`src/rtl/relogio_controle.sv`:
```
// Time-keeping and set-mode controller for the digital clock.
// Runs h:m:s on the 1 Hz tick; RUN/SET_HOUR/SET_MIN editing with blink and timeout.
module relogio_controle #(
  parameter int HOURS_MAX   = 24,
  parameter int SET_TIMEOUT = 10
) (
  input  logic       controle_clock,
  input  logic       controle_reset,
  input  logic       controle_tick,
  input  logic       controle_btn_mode,
  input  logic       controle_btn_inc,
  output logic [4:0] controle_hours,
  output logic [5:0] controle_minutes,
  output logic [5:0] controle_seconds,
  output logic [1:0] controle_mode,
  output logic       controle_blink,
  output logic       controle_day_pulse
);

  typedef enum logic [1:0] {
    RUN      = 2'b00,
    SET_HOUR = 2'b01,
    SET_MIN  = 2'b10
  } mode_e;

  localparam logic [4:0] HOUR_LAST = 5'(HOURS_MAX - 1);
  localparam logic [5:0] TOUT      = 6'(SET_TIMEOUT);

  mode_e      mode_q, mode_d;
  logic [4:0] hours_q, hours_d;
  logic [5:0] min_q, min_d;
  logic [5:0] sec_q, sec_d;
  logic [5:0] tout_q, tout_d;
  logic       blink_q, blink_d;
  logic       day_q, day_d;
  logic       mode_hist_q;
  logic       inc_hist_q;
  logic       mode_p;
  logic       inc_p;

  // mode press masks a coincident inc press
  assign mode_p = controle_btn_mode & ~mode_hist_q;
  assign inc_p  = controle_btn_inc & ~inc_hist_q & ~mode_p;

  always_comb begin
    mode_d  = mode_q;
    hours_d = hours_q;
    min_d   = min_q;
    sec_d   = sec_q;
    tout_d  = tout_q;
    blink_d = blink_q;
    day_d   = 1'b0;
    unique case (mode_q)
      RUN: begin
        blink_d = 1'b1;
        if (controle_tick) begin
          if (sec_q == 6'd59) begin
            sec_d = '0;
            if (min_q == 6'd59) begin
              min_d = '0;
              if (hours_q == HOUR_LAST) begin
                hours_d = '0;
                day_d   = 1'b1;
              end else begin
                hours_d = hours_q + 5'd1;
              end
            end else begin
              min_d = min_q + 6'd1;
            end
          end else begin
            sec_d = sec_q + 6'd1;
          end
        end
        if (mode_p) begin
          mode_d = SET_HOUR;
          tout_d = '0;
        end
      end
      SET_HOUR, SET_MIN: begin
        if (mode_p || inc_p) begin
          tout_d  = '0;
          blink_d = 1'b1;
          if (mode_p) begin
            if (mode_q == SET_HOUR) begin
              mode_d = SET_MIN;
            end else begin
              mode_d = RUN;
              sec_d  = '0;
            end
          end else if (mode_q == SET_HOUR) begin
            hours_d = (hours_q == HOUR_LAST) ? '0 : hours_q + 5'd1;
          end else begin
            min_d = (min_q == 6'd59) ? '0 : min_q + 6'd1;
          end
        end else if (controle_tick) begin
          if (tout_q + 6'd1 == TOUT) begin
            mode_d  = RUN;
            tout_d  = '0;
            blink_d = 1'b1;
          end else begin
            tout_d  = tout_q + 6'd1;
            blink_d = ~blink_q;
          end
        end
      end
      default: mode_d = RUN;
    endcase
  end

  always_ff @(posedge controle_clock or posedge controle_reset) begin
    if (controle_reset) begin
      mode_q      <= RUN;
      hours_q     <= '0;
      min_q       <= '0;
      sec_q       <= '0;
      tout_q      <= '0;
      blink_q     <= 1'b1;
      day_q       <= 1'b0;
      mode_hist_q <= 1'b0;
      inc_hist_q  <= 1'b0;
    end else begin
      mode_q      <= mode_d;
      hours_q     <= hours_d;
      min_q       <= min_d;
      sec_q       <= sec_d;
      tout_q      <= tout_d;
      blink_q     <= blink_d;
      day_q       <= day_d;
      mode_hist_q <= controle_btn_mode;
      inc_hist_q  <= controle_btn_inc;
    end
  end

  assign controle_hours     = hours_q;
  assign controle_minutes   = min_q;
  assign controle_seconds   = sec_q;
  assign controle_mode      = mode_q;
  assign controle_blink     = blink_q;
  assign controle_day_pulse = day_q;

endmodule

```
`config.mk`:
```
export PLATFORM = sky130hd
export DESIGN_NAME = relogio_controle
export DESIGN_NICKNAME = d
export VERILOG_FILES = /design/src/rtl/relogio_controle.sv
export SDC_FILE = /design/constraint.sdc
export NUM_CORES = 1
export LEC_CHECK = 0
export ABC_AREA = 1
export CAP_MARGIN = 25
export CORE_ASPECT_RATIO = 1.75
export CORE_MARGIN = 2
export CORE_UTILIZATION = 56
export CTS_BUF_LIST = sky130_fd_sc_hd__clkbuf_4
export DETAILED_ROUTE_END_ITERATION = 6
export PLACE_DENSITY = 0.82
export SKIP_LAST_GASP = 1
export SYNTH_ARGS = -nofsm -noshare
export SYNTH_HDL_FRONTEND = slang
export SYNTH_SLANG_ARGS = --single-unit
```
`constraint.sdc`:
```
create_clock -name controle_clock -period 1.8 [get_ports controle_clock]
set_input_delay 0.27 -clock controle_clock [delete_from_list [all_inputs] [get_ports controle_clock]]
set_output_delay 0.27 -clock controle_clock [all_outputs]
set_load 0.01 [all_outputs]
```
==> qor_table.md <==
| Item | This run | Unit |
|---|---|---|
| Number of sinks on the clock net | 29 | - |
| Root Driver | clkbuf_4 | - |
| Post-synthesis instance total | 225 | - |
| Max-slew violation count | 0 | - |
| Class of the worst hold path | in2async | - |
| Num ports | 26 | - |
| TritonCTS clock tree | yes | - |
| Total count of hold-check failures in the final report | 0 | - |
| Wire length of the first global-routing pass | 6430 | um |
| Std-Cell Core Area | 2960 | um^2 |
| Fin area | 2190 | um^2 |
| Most frequent CP cell | o21ai_1 | - |
| Type of destination of the critical path | flop | - |
| HPWL reported at the end of detailed placement | 2750 | um |
| First-pass detailed-route iteration total | 4 | - |
| Ratio of total power to cell area | 1420 | nW/um^2 |
| Remaining max-slew budget at the tightest pin | 75.0 | % |
| Total of buffers placed on input and output ports | 25 | - |
| Largest driver fanout on the critical path | 9 | - |
| Highest-delay cell along the critical path | dfrtp_1 | - |
| Distinct cell type count of the synthesized netlist | 30 | - |
| Vias in the first global route | 1575 | - |
| Clk slew on worst S/H paths | 0.10 | ns |
| Hold buffers post-CTS | 0 | - |
| Total of warnings raised by yosys | 0 | - |
| Reported leakage power | 1.04 | nW |
| 1st-iter DRT viols | 73 | - |
| Worst reg-to-reg path cell count | 8 | - |
| Floorplan die height | 77.8 | um |
| GRT Residual Overflow | 0 | - |
| Final critical-path share of the clock period | 98.2 | % |
| Sort of element at the start of the critical path | flop | - |
| Syn Area/Cell | 7.75 | um^2 |
| Number of vias in the routed layout | 1598 | - |
| Final weighted congestion in routability-driven placement | 0.886 | - |
| Cell Rows | 26 | - |
| Worst supply voltage drop on vdd | 1070 | uV |
| Area of the die | 3590 | um^2 |
| Transition time of the tightest slew-check pin | 0.375 | ns |
| Clock insertion delay at the later pin of the skew report | 0.33 | ns |
| Nets@finish | 283 | - |
| Clock tree skew after final layout | 0.00526 | ns |
| Worst reg2reg startpoint | controle_mode[1] | - |
| Slack of the worst reg-to-reg path | 0.03 | ns |
| Type of the setup path with the least slack | reg2reg | - |
| H-tree depth | 2 | - |
| Worst stage delay on the critical path | 0.39 | ns |
| Reg2Reg Capture Point | controle_hours[3] | - |
| Number of filler instances in the final layout | 224 | - |
| Aggregate negative setup slack | 0 | ns |
| Final setup violation count | 0 | - |
| Pin count of the biggest net entering global routing | 30 | - |
| Number of antenna violations at the first check in global routing | 0 | - |
| Wire length reported by the detailed router | 3790 | um |
| Area of the mapped netlist | 1740 | um^2 |
| Routed via count divided by cell count | 5.14 | - |
| Highest clock frequency the design can meet | 566 | MHz |
| Reported max-cap violation count | 0 | - |
| Post-synthesis net count | 240 | - |
| Diodes inserted | 0 | - |
| Number of buffers created by CTS | 5 | - |
| X dimension of the die | 46.2 | um |
| Sequential area share after synthesis | 41.7 | % |
| Share of final-layout standard cells stronger than drive strength 1 | 14.5 | % |
| Residual DRC | 0 | - |
| Unrepaired setup endpoints after global routing | yes | - |
| Worst path cell trace | inv_1, ha_2, inv_2, buf_4, o21ai_1, nand4_2, nand2_1, o21ai_1 | - |
| Starting density of the core | 58.9 | % |
| Post-synthesis sequential element count | 29 | - |
| Result of the run | finished clean | - |
| Final critical-path required period | 1.77 | ns |
| Data arrival time of the critical path | 1.99 | ns |
| Clock tree buffer depth | 2 | - |
| Placed cell area | 2090 | um^2 |
| Layout Area Growth over Synthesis | 25.7 | % |
| Commonest non-fill, non-tap cell in the layout | nand2_1 | - |
| DRT antenna net count | 0 | - |
| Required arrival time at the worst endpoint | 2.03 | ns |
| Post-detailed-route wirelength per cell | 12.2 | um |
| Global-route total usage across every layer | 24.3 | % |
| Commonest cells after routing, fill and taps aside | nand2_1, inv_1, dfrtp_1 | - |
## cells by family (layout without fill, tap and decap cells)
group,count (synthesis),in the layout,synth area share [%]
fa+ha+maj,10,10,7.18
simple gates,112,113,29.1
buf+inv,36,79,8.18
flops,29,29,41.7
compound gates,31,31,10.3
xor+xnor,7,7,3.52
## what timing repair did
item / 4_1_cts / 5_1_grt
resized for setup: 0 / 5
buffers inserted: 0 / 4
endpoints found under the setup margin: 0 / 14
## registers in the layout (all words and copies together) (netlist names)
name and cells:
controle_blink 1, controle_day_pulse 1, controle_hours 5, controle_minutes 6
controle_mode 2, controle_seconds 6, inc_hist_q 1, mode_hist_q 1
tout_q 6
## metrics by stage
stage                     util (%)  setup WS (ns)  instances  hold slack, ns  total power [mW]
after detailed placement      70.5        -0.0113        298           0.538              2.60
final                         74.0         0.0330        311           0.292              3.11
after floorplan                  -          0.106        225           0.301              2.01
after CTS                     72.2         0.0732        306           0.300              2.99
after global routing          74.0        -0.0965        311           0.358              3.38
after global placement        70.5         0.0295        298           0.532              2.57
## worst max path at each step
| stage | startpoint | endpoint | slack, ns | depth (start not counted) |
|---|---|---|---|---|
| 2_1_floorplan | controle_mode[0] | tout_q[0] | 0.11 | 9 |
| 3_3_place_gp | controle_btn_mode | controle_hours[2] | 0.03 | 8 |
| 3_5_place_dp | controle_btn_mode | controle_hours[3] | -0.01 | 8 |
| 4_1_cts | controle_mode[1] | controle_minutes[3] | 0.07 | 10 |
| 5_1_grt | controle_mode[1] | controle_hours[0] | -0.1 | 9 |
| 6_report | controle_mode[1] | controle_hours[3] | 0.03 | 8 |
## final cells by class
class	instances	area, um^2	share of cell area (%)
repair buffers	36	333	15.2
clock inverters	3	12.5	0.571
inverters	35	131	6.00
multi-input cells	161	897	40.9
clock buffers	5	37.5	1.71
flip-flops and latches	29	727	33.2
well taps	42	52.6	2.40
## cells in the mapped netlist
cell type  number  area [um^2]
a21oi_1         3         15.0
a21oi_2         1         8.76
a31o_2          1         8.76
and2_4          1         8.76
buf_6           1         11.3
clkinv_1        2         7.51
dfrtp_1        28          701
dfstp_2         1         26.3
ha_1           10          125
inv_1          30          113
inv_2           3         11.3
nand2_1        60          225
nand2_2         4         25.0
nand3_1        21          105
nand3b_1        1         7.51
nand4_1         3         18.8
nand4_2         1         12.5
nor2_1         13         48.8
nor2_2          2         12.5
nor2_4          2         22.5
nor3_1          3         15.0
o21a_1          2         15.0
o21ai_0        14         70.1
o21ai_1         5         25.0
o21ai_2         1         8.76
o21bai_1        2         15.0
o22ai_1         2         12.5
or2_0           1         6.26
xnor2_1         2         17.5
xor2_1          5         43.8
## critical path, delay by kind of cell, from the launching register on
family / cells / cell delay [ns]
DFF: 1 / 0.39
and+or+nand+nor: 2 / 0.39
AOI/OAI and AO/OA: 2 / 0.22
buffers and inverters: 3 / 0.30
adders and majority gates: 1 / 0.36
## layer usage
layer  vias to the layer above  global-route usage, %  wire (um)
met3                        12                   3.72        127
met5                         -                      0          0
met2                        35                   42.1       2040
met1                       745                   25.2       1530
li1                        806                      -          -
met4                         0                   15.4         94
## report_power, final
part / switching, mW / internal, mW / leakage [nW]
Combinational: 0.933 / 0.791 / 0.633
Clock: 0.238 / 0.141 / 0.0300
Sequential: 0.186 / 0.825 / 0.380
No activity file was read; power rests on OpenSTA's default activity.
